$ cat config.mk
export PLATFORM = sky130hd
export DESIGN_NAME = wb_ram_arbiter_flat
export DESIGN_NICKNAME = d
export VERILOG_FILES = /design/src/rtl/wb_ram_arbiter_if.sv /design/src/rtl/wb_ram_arbiter.sv /design/src/flat_wrapper.sv
export SDC_FILE = /design/constraint.sdc
export NUM_CORES = 1
export LEC_CHECK = 0
export CAP_MARGIN = 15
export CORE_AREA = 3 3 126 128
export DETAILED_ROUTE_END_ITERATION = 8
export DIE_AREA = 0 0 129 131
export PLACE_DENSITY = 0.64
export RECOVER_POWER = 100
export SLEW_MARGIN = 15
export SYNTH_ARGS = -nofsm -noshare
export SYNTH_HDL_FRONTEND = slang
export SYNTH_SLANG_ARGS = --single-unit
export TNS_END_PERCENT = 30
$ cat constraint.sdc
create_clock -name clk -period 1.7 [get_ports clk]
set_input_delay 0.255 -clock clk [delete_from_list [all_inputs] [get_ports clk]]
set_output_delay 0.255 -clock clk [all_outputs]
set_load 0.05 [all_outputs]
$ cat src/rtl/wb_ram_arbiter_if.sv
// Wishbone bus bundle (B3, registered-feedback tags) shared by the arbiter's masters and the RAM slave.
interface wb_ram_arbiter_if;
    localparam int unsigned ADR_W = 30;
    localparam int unsigned DAT_W = 32;
    localparam int unsigned SEL_W = 4;

    logic             cyc;
    logic             stb;
    logic             we;
    logic [ADR_W-1:0] adr;
    logic [DAT_W-1:0] dat;
    logic [SEL_W-1:0] sel;
    logic [2:0]       cti;
    logic [1:0]       bte;
    logic [DAT_W-1:0] rdt;
    logic             ack;
    logic             err;

    modport master (output cyc, stb, we, adr, dat, sel, cti, bte, input  rdt, ack, err);
    modport slave  (input  cyc, stb, we, adr, dat, sel, cti, bte, output rdt, ack, err);
endinterface

$ cat src/rtl/wb_ram_arbiter.sv
// Two-master round-robin Wishbone arbiter in front of a single RAM slave, with a
// per-strobe watchdog that forces a bus error when the slave never answers.
module wb_ram_arbiter #(
    parameter int unsigned TIMEOUT = 255
) (
    input  logic             clk,
    input  logic             rst,
    wb_ram_arbiter_if.slave  wb_m0,
    wb_ram_arbiter_if.slave  wb_m1,
    wb_ram_arbiter_if.master wb_s,
    output logic             o_timeout,
    output logic [1:0]       o_gnt
);
    localparam int unsigned   CNT_W    = 16;
    localparam logic [CNT_W-1:0] CNT_LAST = CNT_W'(TIMEOUT - 1);

    typedef enum logic {IDLE, BUSY} state_t;

    state_t           state_q, state_d;
    logic             gnt_q, gnt_d;
    logic             last_q, last_d;
    logic [CNT_W-1:0] cnt_q, cnt_d;
    logic             g_cyc;
    logic             g_active;
    logic             tmo;

    assign g_cyc    = gnt_q ? wb_m1.cyc : wb_m0.cyc;
    assign g_active = g_cyc & (gnt_q ? wb_m1.stb : wb_m0.stb);

    always_ff @(posedge clk) begin
        if (rst) begin
            state_q <= IDLE;
            gnt_q   <= 1'b0;
            last_q  <= 1'b1;
            cnt_q   <= '0;
        end else begin
            state_q <= state_d;
            gnt_q   <= gnt_d;
            last_q  <= last_d;
            cnt_q   <= cnt_d;
        end
    end

    // Arbitration, release and strobe watchdog
    always_comb begin
        state_d = state_q;
        gnt_d   = gnt_q;
        last_d  = last_q;
        cnt_d   = '0;
        tmo     = 1'b0;
        unique case (state_q)
            IDLE: begin
                if (wb_m0.cyc || wb_m1.cyc) begin
                    state_d = BUSY;
                    gnt_d   = (wb_m0.cyc && wb_m1.cyc) ? ~last_q : ~wb_m0.cyc;
                end
            end
            BUSY: begin
                if (!g_cyc) begin
                    state_d = IDLE;
                    last_d  = gnt_q;
                end else if (g_active && !wb_s.ack && !wb_s.err) begin
                    if (cnt_q == CNT_LAST) begin
                        tmo = 1'b1;
                    end else begin
                        cnt_d = cnt_q + CNT_W'(1);
                    end
                end
            end
        endcase
    end

    // Bus steering: only the granted master sees the slave, idle bus is all zeros
    always_comb begin
        o_gnt     = 2'b00;
        o_timeout = tmo;
        wb_s.cyc  = 1'b0;
        wb_s.stb  = 1'b0;
        wb_s.we   = 1'b0;
        wb_s.adr  = '0;
        wb_s.dat  = '0;
        wb_s.sel  = '0;
        wb_s.cti  = '0;
        wb_s.bte  = '0;
        wb_m0.rdt = '0;
        wb_m0.ack = 1'b0;
        wb_m0.err = 1'b0;
        wb_m1.rdt = '0;
        wb_m1.ack = 1'b0;
        wb_m1.err = 1'b0;
        if (state_q == BUSY) begin
            o_gnt    = gnt_q ? 2'b10 : 2'b01;
            wb_s.cyc = g_cyc;
            wb_s.stb = (gnt_q ? wb_m1.stb : wb_m0.stb) & ~tmo;
            wb_s.we  = gnt_q ? wb_m1.we  : wb_m0.we;
            wb_s.adr = gnt_q ? wb_m1.adr : wb_m0.adr;
            wb_s.dat = gnt_q ? wb_m1.dat : wb_m0.dat;
            wb_s.sel = gnt_q ? wb_m1.sel : wb_m0.sel;
            wb_s.cti = gnt_q ? wb_m1.cti : wb_m0.cti;
            wb_s.bte = gnt_q ? wb_m1.bte : wb_m0.bte;
            if (gnt_q) begin
                wb_m1.rdt = wb_s.rdt;
                wb_m1.ack = wb_s.ack;
                wb_m1.err = wb_s.err | tmo;
            end else begin
                wb_m0.rdt = wb_s.rdt;
                wb_m0.ack = wb_s.ack;
                wb_m0.err = wb_s.err | tmo;
            end
        end
    end
endmodule
$ cat src/flat_wrapper.sv
// flat-port wrapper written by rule: the top's interface ports become plain ports
module wb_ram_arbiter_flat 
#(
    parameter int unsigned TIMEOUT = 255
)
  (clk, rst, o_timeout, o_gnt, wb_m0_cyc, wb_m0_stb, wb_m0_we, wb_m0_adr, wb_m0_dat, wb_m0_sel, wb_m0_cti, wb_m0_bte, wb_m0_rdt, wb_m0_ack, wb_m0_err, wb_m1_cyc, wb_m1_stb, wb_m1_we, wb_m1_adr, wb_m1_dat, wb_m1_sel, wb_m1_cti, wb_m1_bte, wb_m1_rdt, wb_m1_ack, wb_m1_err, wb_s_cyc, wb_s_stb, wb_s_we, wb_s_adr, wb_s_dat, wb_s_sel, wb_s_cti, wb_s_bte, wb_s_rdt, wb_s_ack, wb_s_err);
  wb_ram_arbiter_if wb_m0_i ();
  wb_ram_arbiter_if wb_m1_i ();
  wb_ram_arbiter_if wb_s_i ();
  input  logic clk;
  input  logic rst;
  output logic o_timeout;
  output logic [1:0] o_gnt;
  input wire logic [$bits(wb_m0_i.cyc)-1:0] wb_m0_cyc;
  input wire logic [$bits(wb_m0_i.stb)-1:0] wb_m0_stb;
  input wire logic [$bits(wb_m0_i.we)-1:0] wb_m0_we;
  input wire logic [$bits(wb_m0_i.adr)-1:0] wb_m0_adr;
  input wire logic [$bits(wb_m0_i.dat)-1:0] wb_m0_dat;
  input wire logic [$bits(wb_m0_i.sel)-1:0] wb_m0_sel;
  input wire logic [$bits(wb_m0_i.cti)-1:0] wb_m0_cti;
  input wire logic [$bits(wb_m0_i.bte)-1:0] wb_m0_bte;
  output wire logic [$bits(wb_m0_i.rdt)-1:0] wb_m0_rdt;
  output wire logic [$bits(wb_m0_i.ack)-1:0] wb_m0_ack;
  output wire logic [$bits(wb_m0_i.err)-1:0] wb_m0_err;
  input wire logic [$bits(wb_m1_i.cyc)-1:0] wb_m1_cyc;
  input wire logic [$bits(wb_m1_i.stb)-1:0] wb_m1_stb;
  input wire logic [$bits(wb_m1_i.we)-1:0] wb_m1_we;
  input wire logic [$bits(wb_m1_i.adr)-1:0] wb_m1_adr;
  input wire logic [$bits(wb_m1_i.dat)-1:0] wb_m1_dat;
  input wire logic [$bits(wb_m1_i.sel)-1:0] wb_m1_sel;
  input wire logic [$bits(wb_m1_i.cti)-1:0] wb_m1_cti;
  input wire logic [$bits(wb_m1_i.bte)-1:0] wb_m1_bte;
  output wire logic [$bits(wb_m1_i.rdt)-1:0] wb_m1_rdt;
  output wire logic [$bits(wb_m1_i.ack)-1:0] wb_m1_ack;
  output wire logic [$bits(wb_m1_i.err)-1:0] wb_m1_err;
  output wire logic [$bits(wb_s_i.cyc)-1:0] wb_s_cyc;
  output wire logic [$bits(wb_s_i.stb)-1:0] wb_s_stb;
  output wire logic [$bits(wb_s_i.we)-1:0] wb_s_we;
  output wire logic [$bits(wb_s_i.adr)-1:0] wb_s_adr;
  output wire logic [$bits(wb_s_i.dat)-1:0] wb_s_dat;
  output wire logic [$bits(wb_s_i.sel)-1:0] wb_s_sel;
  output wire logic [$bits(wb_s_i.cti)-1:0] wb_s_cti;
  output wire logic [$bits(wb_s_i.bte)-1:0] wb_s_bte;
  input wire logic [$bits(wb_s_i.rdt)-1:0] wb_s_rdt;
  input wire logic [$bits(wb_s_i.ack)-1:0] wb_s_ack;
  input wire logic [$bits(wb_s_i.err)-1:0] wb_s_err;
  assign wb_m0_i.cyc = wb_m0_cyc;
  assign wb_m0_i.stb = wb_m0_stb;
  assign wb_m0_i.we = wb_m0_we;
  assign wb_m0_i.adr = wb_m0_adr;
  assign wb_m0_i.dat = wb_m0_dat;
  assign wb_m0_i.sel = wb_m0_sel;
  assign wb_m0_i.cti = wb_m0_cti;
  assign wb_m0_i.bte = wb_m0_bte;
  assign wb_m0_rdt = wb_m0_i.rdt;
  assign wb_m0_ack = wb_m0_i.ack;
  assign wb_m0_err = wb_m0_i.err;
  assign wb_m1_i.cyc = wb_m1_cyc;
  assign wb_m1_i.stb = wb_m1_stb;
  assign wb_m1_i.we = wb_m1_we;
  assign wb_m1_i.adr = wb_m1_adr;
  assign wb_m1_i.dat = wb_m1_dat;
  assign wb_m1_i.sel = wb_m1_sel;
  assign wb_m1_i.cti = wb_m1_cti;
  assign wb_m1_i.bte = wb_m1_bte;
  assign wb_m1_rdt = wb_m1_i.rdt;
  assign wb_m1_ack = wb_m1_i.ack;
  assign wb_m1_err = wb_m1_i.err;
  assign wb_s_cyc = wb_s_i.cyc;
  assign wb_s_stb = wb_s_i.stb;
  assign wb_s_we = wb_s_i.we;
  assign wb_s_adr = wb_s_i.adr;
  assign wb_s_dat = wb_s_i.dat;
  assign wb_s_sel = wb_s_i.sel;
  assign wb_s_cti = wb_s_i.cti;
  assign wb_s_bte = wb_s_i.bte;
  assign wb_s_i.rdt = wb_s_rdt;
  assign wb_s_i.ack = wb_s_ack;
  assign wb_s_i.err = wb_s_err;
  wb_ram_arbiter #(.TIMEOUT(TIMEOUT)) u_core (.clk(clk), .rst(rst), .wb_m0(wb_m0_i), .wb_m1(wb_m1_i), .wb_s(wb_s_i), .o_timeout(o_timeout), .o_gnt(o_gnt));
endmodule
; ---- Word level (Yosys, flattened, before mapping)
; Index checks and enable logic that the tools add are counted.
[word_totals]
ff_bits = 19
latchBits = 0
mem_bits_rw = 0
romBits = 0
input_bits = 184
wordCells = 62
memories = 0
[classes]
add_sub_neg = 1
n_mul = 0
div_mod_pow = 0
magnitude_cmp = 0
eq_ne = 1
shifts = 0
mux = 38
bitwise = 9
n_reduce_logical = 9
[op_table]
columns = operator, n
row1 = 32-bit two-way mux, 6
row2 = 30-bit two-way mux, 2
row3 = 1-bit two-way mux, 21
row4 = 16-bit by 1-bit adder with 16-bit output (second input constant), 1
row5 = 16-bit by 8-bit equality test with 1-bit output (second input constant), 1
row6 = 2-bit two-way mux, 4
row7 = 4-bit two-way mux, 2
row8 = 3-bit two-way mux, 2
row9 = 1-bit inverter, 6
row10 = 5-bit OR reduction, 1
row11 = 2-bit AND reduction, 2
row12 = 1-bit logical AND, 3
row13 = 1-bit AND, 2
row14 = 1-bit zero test, 2
row15 = 1-bit one-hot mux with 2 select lines, 1
row16 = 1-bit logical OR, 1
row17 = 1-bit OR, 1

; ---- Logic depth before layout (Yosys ltp)
; Gate-level depths: netlist of run 1.
[depth]
ltp_word = 10
depth_mapped = 7
ltp_nobuf = 6

; ---- Least setup slack after synthesis of run 1
; Ideal clock, no wire load.
[synth_timing]
path_type = reg2out
from = register u_core.gnt_q
to = output wb_m1_err
t_arrival_ns = 2.074
required_ns = 1.445
path_slack_ns = -0.629
path_stages_with_launch = 5
path_buffers = 2
cell_sequence = dfxtp_1 > clkbuf_1 > buf_2 > and2_1 > nor2b_1
[synth_between]
elab_chain_len = 10
word_cells_on_any_way = 11
classes_between = 7 x mux / 2 x bitwise / 2 x reduce/logical
[synth_lines]
columns = item, line
row1 = from (decl), wb_ram_arbiter.sv:20  ; logic gnt_q, gnt_d;
row2 = from (signal assigned), wb_ram_arbiter.sv:38  ; gnt_q <= gnt_d;
row3 = "1-bit two-way mux, on equally long branches", "wb_ram_arbiter.sv:27, wb_ram_arbiter.sv:28"
row4 = 1-bit AND, wb_ram_arbiter.sv:28  ; assign g_active = g_cyc & (gnt_q ? wb_m1.stb : wb_m0.stb);
row5 = 1-bit logical AND (2 in series), wb_ram_arbiter.sv:62  ; end else if (g_active && !wb_s.ack && !wb_s.err) begin
row6 = 1-bit two-way mux, wb_ram_arbiter.sv:62
row7 = 1-bit two-way mux, wb_ram_arbiter.sv:59  ; if (!g_cyc) begin
row8 = 1-bit two-way mux, wb_ram_arbiter.sv:51  ; unique case (state_q)
row9 = 1-bit OR, wb_ram_arbiter.sv:104  ; wb_m1.err = wb_s.err | tmo;
row10 = 1-bit two-way mux (*), wb_ram_arbiter.sv:101  ; if (gnt_q) begin
row11 = 1-bit two-way mux (*), wb_ram_arbiter.sv:91  ; if (state_q == BUSY) begin
row12 = to (decl), flat_wrapper.sv:35  ; output wire logic [$bits(wb_m1_i.err)-1:0] wb_m1_err;
; Every way passes the cells marked *; elsewhere a longest branch is shown, timed or not.

; ---- Worst setup path in the final report of run 1
[layout_timing]
from = register u_core.cnt_q[0]
to = output wb_m1_err
[layout_between]
elab_chain_len = 8
[layout_lines]
columns = item, line
row1 = from (decl), wb_ram_arbiter.sv:22  ; logic [CNT_W-1:0] cnt_q, cnt_d;
row2 = from (signal assigned), wb_ram_arbiter.sv:40  ; cnt_q <= cnt_d;
row3 = 16-bit by 8-bit equality test with 1-bit output, wb_ram_arbiter.sv:63  ; if (cnt_q == CNT_LAST) begin
row4 = 1-bit two-way mux, wb_ram_arbiter.sv:63
row5 = 1-bit two-way mux, wb_ram_arbiter.sv:62
row6 = 1-bit two-way mux, wb_ram_arbiter.sv:59
row7 = 1-bit two-way mux, wb_ram_arbiter.sv:51
row8 = 1-bit OR, wb_ram_arbiter.sv:104
row9 = 1-bit two-way mux, wb_ram_arbiter.sv:101
row10 = 1-bit two-way mux, wb_ram_arbiter.sv:91
; No other way between the ends.

==> flow_summary_export.csv, run 1 <==
group,metric,value,unit
placed_design,place_congestion,0.8523,
setup_path,cp_top_family,"simple AND/OR/NAND/NOR gates",
power,peakVddDrop,0.0003525,V
route,dr.pass1.iters,4,
timing,holdWs,0.5110,ns
setup_path,crit_path_top_delay_cell,"o41a_1",
route,drt_iter0_markers,108,
placed_design,dp_hpwl,13670,um
global_routing,antenna_found_initial,0,
clock_network,numCtsBuffers,3,
timing,fin_crit_sh,120.0,%
setup_path,crit_type,"flip-flop to output port",
setup_path,start_kind,"flip-flop",
power,power.total,4.094,mW
global_routing,grt_usage,18.65,%
route,highest_layer,"met4",
power,power.density,431.3,nW/um2
placed_design,place_area,8089,um2
final_layout,utilization,63.38,%
final_layout,mostFrequentLayoutCell,"clkdlybuf4s50_1",
yosys,ys_ff_latch,19,
timing,rsz0062_at_grt,"true",
yosys,ys.flop_type,"dfxtp_1",
job,drv_cap,0,
route,route.met3.wl,994,um
power,power_leakage,3.554,nW
yosys,netlist_area,2655,um2
route,ant_nets,0,
power,p_sw_share,39.28,%
global_routing,overflow,0,
run_status,outcome,"finished, violations left",
final_layout,syn_to_final_growth,257.5,%
timing,max_freq,0.4902,GHz
power,seqPwrFrac,11.5,%
route,wl_met1,6693,um
final_layout,num_antenna_cells,0,
route,vias_per_cell,4.498,
die,die_area,16900,um2
route,wl_per_cell,20.04,um
timing,slew_headroom,57.78,%
timing,period_needed,2.040,ns
clock_network,htreeDepth,1,
setup_path,crit_chain,"inv_2 -> ha_2 -> and4b_1 -> nand4_2 -> o41a_1 -> nor2b_4 -> buf_12",
hold_path,hp-start,"wb_m0_cyc",
clock_network,cts.clk_slew.worst_paths,0.05,ns
timing,slew_viol_final,0,
power,p_int,2.486,mW
setup_path,worstReg2RegStart,"u_core.cnt_q[0]",
yosys,ys_seq_area_share,14.33,%
route,routed_wl,17980,um
setup_path,end_kind,"output port",
yosys,ys_async_sr_fraction,0,%
yosys,syn_nets,532,
setup_path,startpoint,"u_core.cnt_q[0]",
timing,timing_hold_violations_final,0,
global_routing,grt_pass1_wl,24420,um
global_routing,grt_pass1_vias,4090,
die,ios,329,
yosys,synth_edf_count,0,
die,fp-row-count,45,
yosys,synthDistinctLibCells,33,
yosys,synth.avg_cell_area,7.674,um2
clock_network,cts_tree,"built",
setup_path,critical_path_arrival,1.78,ns
route,remaining_drc_errors,0,
final_layout,drive_gt1_share,55.43,%
power,p_switching,1.608,mW
timing,tightest_slew,0.6334,ns
die,initial_core_util,17.73,%
clock_network,numClockSinks,19,
setup_path,crit_required,1.44,ns
final_layout,nets,896,
timing,timing.final.ws_setup,-0.3398,ns
die,die_y,131,um
final_layout,fin_area,9492,um2
die,die_w,129,um
clock_network,clock_latency,0.25,ns
setup_path,worst_path_largest_cell_delay,0.42,ns
run_status,violations,"negative setup slack",
timing,setup_violations,134,
power,p_clk_share,11.9,%
power,p_comb_share,76.7,%
hold_path,hp-class,"primary input to flip-flop",
route,vias,4035,
clock_network,clockBufferDepth,2,
placed_design,placed_cells,870,
final_layout,mostFrequentLayoutCells,"182 x clkdlybuf4s50_1, 153 x buf_12, 39 x mux2i_4",
final_layout,instances_no_fill,897,
yosys,synth_warnings,0,
clock_network,cts_root_buf,"clkbuf_16",
timing,skew,0.003816,ns
global_routing,grt_max_degree,36,
route,wl_met2,9980,um
clock_network,hold_buffers,0,
setup_path,crit_fanout,2,
placed_design,io_buffers,328,
setup_path,path_buf_inv,2,
die,core_area,14980,um2
yosys,synthCells,346,
## cell usage after synthesis (all sizes together), types with 2 or more instances
cell	number	area [um2]
a21oi	4	20.02
and2	35	219.0
and3	33	206.5
buf	9	45.04
clkbuf	19	71.32
dfxtp	19	380.4
ha	2	25.02
inv	6	22.52
mux2i	74	740.7
nand2	5	18.77
nand3	5	25.02
nand4	5	52.55
nor2	17	63.81
nor2b	77	481.7
nor3	5	25.02
nor4	4	25.02
o21ai	2	10.01
or2	2	15.02
xnor2	8	70.07
xor2	5	43.79
## tightest hold or removal path: stages
cell           delay [ns]
dlygate4sd2_1        0.28
inv_1                0.10
a221oi_1             0.08
## stage by stage
step                      TNS [ns]  setup slack, ns
final                       -17.57          -0.3398
after floorplan             -14.68          -0.2812
after detailed placement    -3.603          -0.3429
after global placement      -3.256          -0.3267
after CTS                   -11.82          -0.3443
after global routing        -26.61          -0.4087
## state kept, by name, indices dropped and copies added (netlist names)
register,count
u_core.cnt_q,16
u_core.gnt_q,1
u_core.last_q,1
u_core.state_q,1
## power groups by stage
stage / sequential (mW) / combinational (mW) / clock, mW
floorplan: 0.468 / 1.18 / 0
global placement: 0.475 / 2.60 / 0
detailed placement: 0.476 / 2.63 / 0
CTS: 0.472 / 3.03 / 0.495
global route: 0.473 / 3.24 / 0.514
finish: 0.470 / 3.14 / 0.486
## area by class of cell
cell class / instances / area (um2)
fillers: 1118 / 5485
well taps: 188 / 235.2
repair buffers: 387 / 5538
inverters: 6 / 22.52
multi-input cells: 293 / 3224
flip-flops and latches: 19 / 392.9
clock buffers: 4 / 78.83
## final timing paths
path | end | slack (ns) | cells past startpoint
setup / recovery | wb_m1_err | -0.34 | 7
hold / removal | u_core.state_q | 0.51 | 3
setup reg to reg | u_core.cnt_q[14] | 0.06 | 7
hold reg to reg | u_core.cnt_q[14] | 0.51 | 2
## metal layers
metal / up-vias / GRT usage, %
li1: 1911 / -
met1: 1958 / 22.45
met2: 146 / 35.09
met3: 20 / 2.967
met4: 0 / 3.521
met5: - / 0
## logic make-up (layout without fill, tap and decap cells)
logic type      Yosys count  count (layout)  synth area share (%)
simple gates            194             194                 44.82
xor+xnor                 13              13                 4.288
compound gates           10              10                 2.498
fa+ha+maj                 2               2                0.9424
buf+inv                  34             397                 5.231
mux                      74              74                 27.90
flops                    19              19                 14.33
## what timing repair did
item / in CTS / in global routing
pin swaps: 11 / 15
gates cloned: 11 / 2
buffers inserted: 14 / 6
endpoints found under the setup margin: 127 / 114
resized for setup: 127 / 98
(Power assumes the default switching activity.)
==> run 2: changes to the inputs <==
- ABC_CLOCK_PERIOD_IN_PS: not set -> 1700
- CORE_AREA: 3 3 126 128 -> 2 2 129 131
- DIE_AREA: 0 0 129 131 -> 0 0 131 133
- PLACE_DENSITY: 0.64 -> 0.61
==> run 2 against run 1 <==
Effect of this change: the flow still finishes with violations (negative setup slack); flip-flop and latch count unchanged; critical path depth unchanged; clock-buffer cell count unchanged; non-clock buffer count is 1 lower; critical endpoint unchanged.
==> flow_summary_export.csv, run 2 (synthesis results as in run 1) <==
group,metric,value,unit
final_layout,mostFrequentLayoutCells,"181 x clkdlybuf4s50_1, 156 x buf_12, 34 x mux2i_1, 34 x nor2b_4, 33 x and2_4",
global_routing,grt_pass1_wl,23840,um
setup_path,r2r_cells,7,
clock_network,cts_tree,"built",
route,vias_per_cell,4.341,
timing,setup_violations,124,
run_status,violations,"negative setup slack",
placed_design,io_buffers,328,
hold_path,holdPathEnd,"u_core.cnt_q[14]",
clock_network,clockBufferDepth,2,
final_layout,mostFrequentLayoutCell,"clkdlybuf4s50_1",
route,remaining_drc_errors,0,
route,routed_wl,17700,um
setup_path,crit_required,1.44,ns
route,dr.pass1.iters,4,
die,die_area,17420,um2
clock_network,numCtsBuffers,3,
placed_design,dp_hpwl,13510,um
clock_network,htreeDepth,1,
route,vias,4028,
run_status,outcome,"finished, violations left",
timing,rsz0062_at_grt,"true",
power,power.total,4.061,mW
timing,timing_hold_violations_final,0,
setup_path,reg2reg_slack,0.13,ns
setup_path,start_kind,"flip-flop",
placed_design,placed_cells,900,
die,fp-row-count,47,
clock_network,clock_latency,0.25,ns
final_layout,largest_reg_flops,16,
clock_network,cts_root_buf,"clkbuf_16",
hold_path,hp-class,"flip-flop to flip-flop",
route,wl_per_cell,19.07,um
timing,period_needed,2.049,ns
timing,slew_viol_final,0,
setup_path,r2r-end,"u_core.cnt_q[14]",
clock_network,numClockSinks,19,
setup_path,crit_fanout,2,
global_routing,overflow,0,
power,peakVddDrop,0.0004865,V
final_layout,utilization,57.85,%
route,ant_nets,0,
global_routing,grt_pass1_vias,4201,
die,die_y,133,um
clock_network,hold_buffers,0,
hold_path,worstHoldPathCells,2,
placed_design,dpl_worst_slack,-0.3517,ns
power,power_leakage,3.578,nW
global_routing,antenna_found_initial,0,
setup_path,path_buf_inv,2,
setup_path,critical_path_arrival,1.79,ns
timing,max_freq,0.4880,GHz
setup_path,crit_type,"flip-flop to output port",
global_routing,grt_usage,17.67,%
timing,fin_crit_sh,120.5,%
final_layout,num_antenna_cells,0,
setup_path,end_kind,"output port",
die,die_w,131,um
setup_path,crit_chain,"inv_2 -> ha_4 -> and4b_1 -> nand4_2 -> o41a_1 -> nor2b_4 -> buf_12",
final_layout,nets,895,
route,drt_iter0_markers,126,
setup_path,crit_path_top_delay_cell,"o41a_1",
setup_path,worst_path_largest_cell_delay,0.42,ns
global_routing,grt_max_degree,71,
final_layout,syn_to_final_growth,252.4,%
die,ios,329,
timing,timing.final.ws_setup,-0.3491,ns
job,drv_cap,0,
timing,skew,0.002836,ns
final_layout,drive_gt1_share,53.11,%
clock_network,cts.clk_slew.worst_paths,0.05,ns
setup_path,cp_top_family,"simple AND/OR/NAND/NOR gates",
final_layout,instances_no_fill,928,
timing,holdWs,0.5148,ns
die,initial_core_util,16.42,%
timing,tightest_slew,0.3388,ns
setup_path,worstReg2RegStart,"u_core.cnt_q[0]",
die,core_area,16170,um2
final_layout,largest-register,"u_core.cnt_q",
hold_path,hp-start,"u_core.cnt_q[14]",
timing,slew_headroom,77.21,%
power,power.density,434.1,nW/um2
placed_design,place_congestion,0.8909,
==> run 2: changes by cell type in the layout (fill, tap and decap cells not counted), moves of 8 or more <==
cell     delta
and2_4      +8
and2_2      -9
and3_1     +16
mux2i_2     +9
and3_4     -16
mux2i_4    -14
==> run 2: how the worst max path moves through the flow <==
stage,depth (start not counted),start,slack (ns),endpoint
CTS,7,u_core.cnt_q[0],-0.38,wb_m1_err
finish,7,u_core.cnt_q[0],-0.35,wb_m1_err
global route,7,u_core.cnt_q[0],-0.44,wb_m1_err
floorplan,4,u_core.gnt_q,-0.28,wb_s_adr[9]
detailed placement,5,wb_m0_cyc,-0.35,wb_m1_err
global placement,5,wb_m0_cyc,-0.28,wb_m1_err
==> run 2: layout make-up <==
type,count,area [um2]
tap,220,275.3
inverter,6,22.52
fill,1269,6817
multi-input combinational,293,3034
sequential,19,391.6
timing repair buffer,386,5553
clock buffer,4,78.83
==> run 2: metal layers <==
layer,GRT usage [%],vias to the layer above,part of all wire [%]
li1,-,1908,-
met1,19.13,1949,35
met2,35.09,150,57
met5,0,-,0
met4,4.019,0,1.9
met3,2.548,21,6.0
==> run 2: worst min-delay path, cell delays in order (launching register included) <==
cell,delay [ns]
dfxtp_1,0.33
o21ai_0,0.08
a21oi_1,0.06
==> run 2: report_power, final <==
part           switching (mW)  internal (mW)
combinational            1.41           1.70
sequential             0.0117          0.453
clock                   0.169          0.319
total                    1.59           2.47
==> run 2: what timing repair did <==
action | 4_1_cts | 5_1_grt
endpoints found under the setup margin | 111 | 124
resized for setup | 96 | 106
setup buffers | 12 | 5
pin swaps | 17 | 4
gates cloned | 7 | 6
==> run 2: through the flow <==
stage                     area (um2)  TNS [ns]
final                           9355    -17.49
after global placement          8127    -3.018
after floorplan                 2914    -14.68
after CTS                       8810    -28.22
after global routing            9355    -24.41
after detailed placement        8127    -4.486
==> run 3: changes to the inputs <==
- CAP_MARGIN: 15 -> not set
==> results of run 3 <==
Same layout as run 2: the final DEF is identical, and so are final timing and power.
